<file path="config.mk">
export PLATFORM = sky130hd
export DESIGN_NAME = uart_transmitter
export DESIGN_NICKNAME = d
export VERILOG_FILES = /design/src/rtl/uart_pkg.sv /design/src/rtl/uart_baud_counter.sv /design/src/rtl/uart_transmitter.sv
export SDC_FILE = /design/constraint.sdc
export NUM_CORES = 1
export LEC_CHECK = 0
export ABC_AREA = 1
export CAP_MARGIN = 10
export CORE_ASPECT_RATIO = 1.1
export CORE_MARGIN = 3
export CORE_UTILIZATION = 35
export CTS_BUF_LIST = sky130_fd_sc_hd__clkbuf_4 sky130_fd_sc_hd__clkbuf_8
export DETAILED_ROUTE_END_ITERATION = 8
export HOLD_SLACK_MARGIN = 0.08
export PLACE_DENSITY = 0.54
export SLEW_MARGIN = 40
export SYNTH_ARGS = -nofsm -noshare
export SYNTH_HDL_FRONTEND = slang
export SYNTH_SLANG_ARGS = --single-unit
export TNS_END_PERCENT = 5
</file>
<file path="constraint.sdc">
create_clock -name clockIN -period 1.55 [get_ports clockIN]
set_input_delay 0.31 -clock clockIN [delete_from_list [all_inputs] [get_ports clockIN]]
set_output_delay 0.31 -clock clockIN [all_outputs]
set_load 0.02 [all_outputs]
</file>
<file path="src/rtl/uart_pkg.sv">
// Shared definitions for the UART transmit path: FSM states, parity modes
// and the parity helper used when a byte is accepted.
package uart_pkg;

  typedef enum logic [2:0] {
    IDLE,
    START,
    DATA,
    PARITY,
    STOP
  } txState_t;

  localparam int PARITY_NONE    = 0;
  localparam int PARITY_ODD     = 1;
  localparam int PARITY_EVEN    = 2;
  localparam int UART_DATA_BITS = 8;

  function automatic logic calcParity(input logic [UART_DATA_BITS-1:0] data, input int mode);
    return (mode == PARITY_ODD) ? ~(^data) : (^data);
  endfunction

endpackage

</file>
<file path="src/rtl/uart_baud_counter.sv">
// Free-running bit-period counter; pulses bitDoneOUT on the last clock of
// each bit and restarts from zero whenever clearIN is high.
module uart_baud_counter #(
  parameter int CLOCKS_PER_BIT = 434
) (
  input  logic clockIN,
  input  logic nResetIN,
  input  logic clearIN,
  output logic bitDoneOUT
);

  localparam int COUNT_BITS = $clog2(CLOCKS_PER_BIT);
  localparam logic [COUNT_BITS-1:0] LAST_COUNT = COUNT_BITS'(CLOCKS_PER_BIT - 1);

  logic [COUNT_BITS-1:0] countReg;
  logic [COUNT_BITS-1:0] countNext;

  always_comb begin
    countNext = countReg + 1'b1;
    if (clearIN || (countReg == LAST_COUNT)) begin
      countNext = '0;
    end
  end

  always_ff @(posedge clockIN or negedge nResetIN) begin
    if (!nResetIN) begin
      countReg <= '0;
    end else begin
      countReg <= countNext;
    end
  end

  assign bitDoneOUT = (countReg == LAST_COUNT);

endmodule

</file>
<file path="src/rtl/uart_transmitter.sv">
// UART transmitter: valid/ready byte input, start + 8 data bits LSB first,
// optional parity, 1 or 2 stop bits, with back-to-back frames supported.
module uart_transmitter #(
  parameter int CLOCKS_PER_BIT = 434,
  parameter int PARITY         = 0,
  parameter int STOP_BITS      = 1
) (
  input  logic       clockIN,
  input  logic       nResetIN,
  input  logic [7:0] dataIN,
  input  logic       validIN,
  output logic       readyOUT,
  output logic       txOUT,
  output logic       busyOUT
);

  import uart_pkg::*;

  localparam logic [3:0] LAST_DATA  = 4'(UART_DATA_BITS - 1);
  localparam logic [3:0] LAST_STOP  = 4'(STOP_BITS - 1);
  localparam bit         HAS_PARITY = (PARITY != PARITY_NONE);

  txState_t   stateReg, stateNext;
  logic [7:0] shiftReg, shiftNext;
  logic [3:0] bitCntReg, bitCntNext;
  logic       parityReg, parityNext;
  logic       txReg, txNext;
  logic       bitDone;
  logic       lastStop;
  logic       accept;
  logic       clearBaud;

  uart_baud_counter #(
    .CLOCKS_PER_BIT(CLOCKS_PER_BIT)
  ) baudCounter (
    .clockIN   (clockIN),
    .nResetIN  (nResetIN),
    .clearIN   (clearBaud),
    .bitDoneOUT(bitDone)
  );

  assign lastStop  = (stateReg == STOP) && bitDone && (bitCntReg == LAST_STOP);
  assign readyOUT  = (stateReg == IDLE) || lastStop;
  assign accept    = validIN && readyOUT;
  // Restarting the bit timer on acceptance keeps every frame phase-aligned to its own start.
  assign clearBaud = (stateReg == IDLE) || accept;

  always_comb begin
    stateNext  = stateReg;
    shiftNext  = shiftReg;
    bitCntNext = bitCntReg;
    parityNext = parityReg;

    case (stateReg)
      IDLE: begin
        if (accept) begin
          stateNext  = START;
          shiftNext  = dataIN;
          parityNext = calcParity(dataIN, PARITY);
          bitCntNext = '0;
        end
      end
      START: begin
        if (bitDone) begin
          stateNext  = DATA;
          bitCntNext = '0;
        end
      end
      DATA: begin
        if (bitDone) begin
          shiftNext = {1'b0, shiftReg[7:1]};
          if (bitCntReg == LAST_DATA) begin
            bitCntNext = '0;
            stateNext  = HAS_PARITY ? uart_pkg::PARITY : STOP;
          end else begin
            bitCntNext = bitCntReg + 1'b1;
          end
        end
      end
      uart_pkg::PARITY: begin
        if (bitDone) begin
          stateNext  = STOP;
          bitCntNext = '0;
        end
      end
      STOP: begin
        if (bitDone) begin
          if (bitCntReg == LAST_STOP) begin
            bitCntNext = '0;
            if (accept) begin
              stateNext  = START;
              shiftNext  = dataIN;
              parityNext = calcParity(dataIN, PARITY);
            end else begin
              stateNext = IDLE;
            end
          end else begin
            bitCntNext = bitCntReg + 1'b1;
          end
        end
      end
      default: begin
        stateNext = IDLE;
      end
    endcase

    // The line flop is loaded with the value of the state being entered.
    case (stateNext)
      START:            txNext = 1'b0;
      DATA:             txNext = shiftNext[0];
      uart_pkg::PARITY: txNext = parityNext;
      default:          txNext = 1'b1;
    endcase
  end

  always_ff @(posedge clockIN or negedge nResetIN) begin
    if (!nResetIN) begin
      stateReg  <= IDLE;
      shiftReg  <= '0;
      bitCntReg <= '0;
      parityReg <= 1'b0;
      txReg     <= 1'b1;
    end else begin
      stateReg  <= stateNext;
      shiftReg  <= shiftNext;
      bitCntReg <= bitCntNext;
      parityReg <= parityNext;
      txReg     <= txNext;
    end
  end

  assign txOUT   = txReg;
  assign busyOUT = (stateReg != IDLE);

endmodule

</file>
Word level (Yosys, flattened, before mapping). Cells that the tools add are included.

Reduce and logical (&&, ||, !) cells: 15. Add/subtract/negate cells: 2. Equal/unequal tests: 14. Multiplexer cells: 27.

Operators with widths (count): $mux W8 (4); $mux W4 (6); $pmux W8 S3 (1); $mux W3 (7); $pmux W4 S4 (1); $pmux W3 S5 (1); $eq A3 B2 Y1 const B (4); $add A9 B1 Y9 const B (1); $eq A9 B9 Y1 const B (1); $mux W9 (1); $reduce_xor A8 Y1 (1); $eq A3 B1 Y1 const B (2); $ne A2 B2 Y1 const B (3); $reduce_bool A3 Y1 (2); $reduce_and A5 Y1 (1); $add A4 B1 Y4 const B (1); $eq A4 B3 Y1 const B (1); $logic_not A4 Y1 (1); $mux W1 (4); $ne A2 B1 Y1 const B (2); $reduce_and A4 Y1 (1); $reduce_bool A4 Y1 (1); $eq A3 B3 Y1 const B (1); $logic_and A1 B1 Y1 (3); other kinds (5) (7).

Word-level logic and storage cells: 65. Register bits after elaboration: 26. Output and inout bits: 3.

Logic depth before layout (Yosys ltp).
Depth in word-level cells: 11. Depth in mapped cells: 12. Depth with buffers taken out: 12.

Hierarchy. Synthesis repeated with hierarchy kept, for this count alone.

Cells, all modules: 235. Area, all modules: 1635.3 um^2.

By module, submodules not included: uart_transmitter (cells an instance 167, times used 1, area each 1132.3 um^2); uart_baud_counter (cells an instance 68, times used 1, area each 503.0 um^2).

Least setup slack after synthesis. OpenSTA, ideal clock, no wires.

Path type: register to register. Start: register bitCntReg[0]. End: register parityReg. Buffers on the path: 0. Path slack: 0.104 ns. Period minus slack after synthesis: 1.446 ns. Setup time: 0.119 ns. Data arrival time: 1.327 ns. Cell stages (with the launch flop): 11. Data required time: 1.431 ns. Path through: dfrtp_1 inv_1 ha_1 nand2_1 nor2_1 nand3_2 nand2_4 nand3_2 inv_4 nand2_2 and2_1.

Cells in the longest elaborated chain, start to end: 8.

RTL lines: start, declared (line uart_transmitter.sv:25) `logic [3:0] bitCntReg, bitCntNext;`; start signal, assigned (line uart_transmitter.sv:126) `bitCntReg <= bitCntNext;`; $logic_not A4 Y1 * (line uart_transmitter.sv:42, uart_transmitter.sv:88); $logic_and A1 B1 Y1 (line uart_transmitter.sv:42) `assign lastStop = (stateReg == STOP) && bitDone && (bitCntReg == LAST_STOP);`; $logic_or A1 B1 Y1 (line uart_transmitter.sv:43) `assign readyOUT = (stateReg == IDLE) || lastStop;`; $logic_and A1 B1 Y1 (line uart_transmitter.sv:44) `assign accept = validIN && readyOUT;`; $mux W1 (line uart_transmitter.sv:56, uart_transmitter.sv:90); $mux W1 (line uart_transmitter.sv:88) `if (bitCntReg == LAST_STOP) begin`; $mux W1 (line uart_transmitter.sv:87) `if (bitDone) begin`; $pmux W1 S2 * (line uart_transmitter.sv:54) `case (stateReg)`; via parityNext (line uart_transmitter.sv:26) `logic parityReg, parityNext;`; end signal, assigned (line uart_transmitter.sv:127) `parityReg <= parityNext;`; end, declared (line uart_transmitter.sv:26).

Mark *: on every way through the listed nets, which the timed path passes. The rest lies on a longest branch. A chain may end at the register's enable or synchronous reset.

Worst setup path in the final report.
Start: register bitCntReg[1]. End: output port readyOUT.

Cells in the longest elaborated chain, start to end: 3.

RTL lines: $logic_not A4 Y1 (line uart_transmitter.sv:42); $logic_and A1 B1 Y1 (line uart_transmitter.sv:42); $logic_or A1 B1 Y1 (line uart_transmitter.sv:43); end, declared (line uart_transmitter.sv:12) `output logic readyOUT,`.

No other way between the ends.

==> out/results.tsv <==
metric	value	unit
num_io_pins	14	
cts.hold.buffers_added	0	
yosysUniqueCellTypes	30	
global_route.overflow_total	0	
design.die.area	5451	µm²
mappedNetlistNets	221	
finalWeightedCongestion	0.7404	
dpl.hpwl	2.806	mm
max-slew-margin-rel	0.7226	
failed_checks	negative setup slack	
cts_tree	done	
routed_via_density	4.578	
hp-class	input port to asynchronous set/reset pin	
rsz0062_at_grt	yes	
fraction_of_registers_with_async_set_or_reset_after_synthesis	1.000	
vias_in_the_first_global_route	1574	
switching_share	0.2064	
leakage	1.163	nW
synth.yosys.seq_area_share	0.4048	
wl	3.638	mm
floorplan.initialDensity	0.3677	
clk-insertion-delay-late	0.27	ns
drive_gt1_frac	0.3507	
post_route_ant_nets	0	
maxCapViolCount	0	
multi_input_area	922.1	µm²
nets	284	
timing.setup.tns	-0.3418	ns
detailroute.via_count	1474	
yosysWarnings	0	
placementRows	25	
cts_htree_levels	1	
cts-buffers-inserted	3	
route.detailed.drc	0	
power.switching	0.2821	mW
pwr-share-clk	0.418	
syn_avg_cell_area	7.817	µm²
regArea	651.9	µm²
pin_count_of_the_biggest_net_entering_global_routing	21	
drt_first_pass_iters	4	
period_needed	1.724	ns
worst-endpoint-required	1.24	ns
antenna-diode-count	0	
number_of_input_and_output_port_buffers_inserted	13	
critical_path.max_fanout	2	
seq_power_share	0.496	
worst_ir_drop_on_vdd	373.6	µV
internal_power	1.085	mW
synthesis.instances	206	
worst_setup_path_start_kind	flop	
worstSetupPathType	flop to primary output	
cts_root_buffer	clkbuf_8	
ys_seq_elements	26	
clk_path_buf_depth	2	
wire_per_inst	11.30	µm
netlist_area	1610	µm²
pre_cts_slack	-0.4886	ns
setup_slack	-0.1741	ns
fin_hold_ws	0.3315	ns
die_x	70.67	µm
antenna_found_initial	0	
global_route_wire_length_before_repair	6.617	mm
placeableCoreArea	4379	µm²
arrival	1.41	ns
number_of_max_slew_violations_in_the_final_report	0	
synth_enable_flop_cells	0	
comb_power_share	0.087	
clkSinkCount	26	
iteration_0_drc_count_of_the_detailed_router	45	
nFillCells	440	
clkSlewWorstSetupHoldPaths	0.09	ns
final-hold-violation-count	0	
clock_skew	0.007127	ns
final-setup-viol-count	10	
synthToLayoutAreaGrowth	43.51	%
ys.flop_type	dfrtp_1	
worst-slew-pin-transition	0.4148	ns
run_status	finished with violations	
utilization	0.5277	
groute.usage.overall	0.1492	
max_freq	580.0	MHz
post-route-period-util	1.112	
fp.dieH	77.14	µm
p_per_area	591.6	nW/µm²
endpoint_kind	primary output	
cell families (layout without fill, tap and decap cells):
logic type               count (synthesis)  after routing  synth area share
AO/OA/AOI/OAI                           21             21           0.07692
XOR/XNOR                                10             10           0.05439
adder cells (fa/ha/maj)                  4              4           0.03108
buffers and inverters                   28             90           0.06760
flip-flops                              26             26            0.4048
AND/OR/NAND/NOR                        117            117            0.3652
synthesized netlist by cell type, types with 2 or more instances:
library cell,count,area share
nand2_1,60,0.14
dfrtp_1,25,0.39
inv_1,17,0.040
nor2_1,13,0.030
nand3_1,11,0.034
inv_2,8,0.019
nand2_2,7,0.027
nor3_1,7,0.022
o211ai_1,6,0.028
o21ai_1,6,0.019
xor2_1,6,0.033
a21oi_1,4,0.012
ha_1,4,0.031
o21ai_0,4,0.012
xnor2_1,4,0.022
nand3_2,3,0.019
nand4_1,3,0.012
nor2_4,3,0.021
nand2_4,2,0.014
nand3_4,2,0.022
nor3b_1,2,0.0093
routing by layer:
metal	vias up	track usage	wire (µm)
li1	786	-	-
met1	675	0.1992	1725
met2	11	0.2509	1827
met3	2	0.02228	65
met4	0	0.03947	19
met5	-	0	0
path summary, 6_finish.rpt:
| path | from | to | slack (ns) | cells after the start |
|---|---|---|---|---|
| worst max register to register | baudCounter.countReg[1] | bitCntReg[2] | -0.04 | 12 |
| min in group clockIN | shiftReg[7] | shiftReg[7] | 0.50 | 2 |
| worst max-delay path | bitCntReg[1] | readyOUT | -0.17 | 9 |
| max in group asynchronous | nResetIN | stateReg[2] | 0.77 | 2 |
| worst min register to register | shiftReg[7] | shiftReg[7] | 0.50 | 2 |
| worst min-delay path | nResetIN | stateReg[0] | 0.33 | 1 |
stage by stage:
| stage | power, mW | cells | area (µm²) |
|---|---|---|---|
| 2_1_floorplan | 0.7313 | 206 | 1610 |
| 3_3_place_gp | 0.8103 | 314 | 2128 |
| 3_5_place_dp | 0.8111 | 314 | 2128 |
| 4_1_cts | 1.394 | 321 | 2261 |
| 5_1_grt | 1.435 | 322 | 2311 |
| 6_report | 1.367 | 322 | 2311 |
state kept, by name (all words and copies together), names as in the netlist:
| signal | cells |
|---|---|
| baudCounter.countReg | 9 |
| bitCntReg | 4 |
| parityReg | 1 |
| shiftReg | 8 |
| stateReg | 3 |
| txOUT | 1 |
timing repair:
item | 4_1_cts | 5_1_grt
resized for setup | 22 | 11
pin swaps | 5 | 4
setup endpoints to repair | 13 | 17
endpoints found under the hold margin | 0 | 0
setup buffers | 3 | 1
critical path, stage by stage, from the launching register on:
cell and delay (ns):
dfrtp_1 0.40, inv_2 0.09, ha_4 0.15, nand2_4 0.05, nor2_4 0.08, nand3_2 0.08
nand2_2 0.07, nand2_2 0.05, inv_2 0.06, buf_6 0.11
placed cells by master, fill, tap and decap left out, types with 5 or more instances in the layout:
| cell type | synthesis | routed |
|---|---|---|
| nand2_1 | 60 | 56 |
| buf_4 | 0 | 44 |
| dfrtp_1 | 25 | 25 |
| inv_1 | 17 | 14 |
| inv_2 | 8 | 11 |
| nand3_1 | 11 | 11 |
| nor2_1 | 13 | 10 |
| clkdlybuf4s50_1 | 0 | 10 |
| nand2_2 | 7 | 8 |
| nor2_4 | 3 | 6 |
| nor3_1 | 7 | 6 |
| xor2_1 | 6 | 6 |
| o21ai_1 | 6 | 6 |
| o211ai_1 | 6 | 6 |
| nand2_4 | 2 | 5 |
power by group through the flow:
stage	Sequential (mW)	Combinational, mW	Clock (mW)
finish	0.678	0.118	0.571
global route	0.678	0.135	0.622
CTS	0.678	0.121	0.595
detailed placement	0.691	0.120	0
global placement	0.691	0.119	0
floorplan	0.691	0.0400	0
final cells by class:
class / count / area share
well taps: 54 / 0.02924
repair buffers: 58 / 0.2084
flip-flops and latches: 26 / 0.2821
inverters: 28 / 0.05035
multi-input cells: 152 / 0.3990
clock inverters: 1 / 0.01299
clock buffers: 3 / 0.01787
No activity file was read; power rests on OpenSTA's default activity.
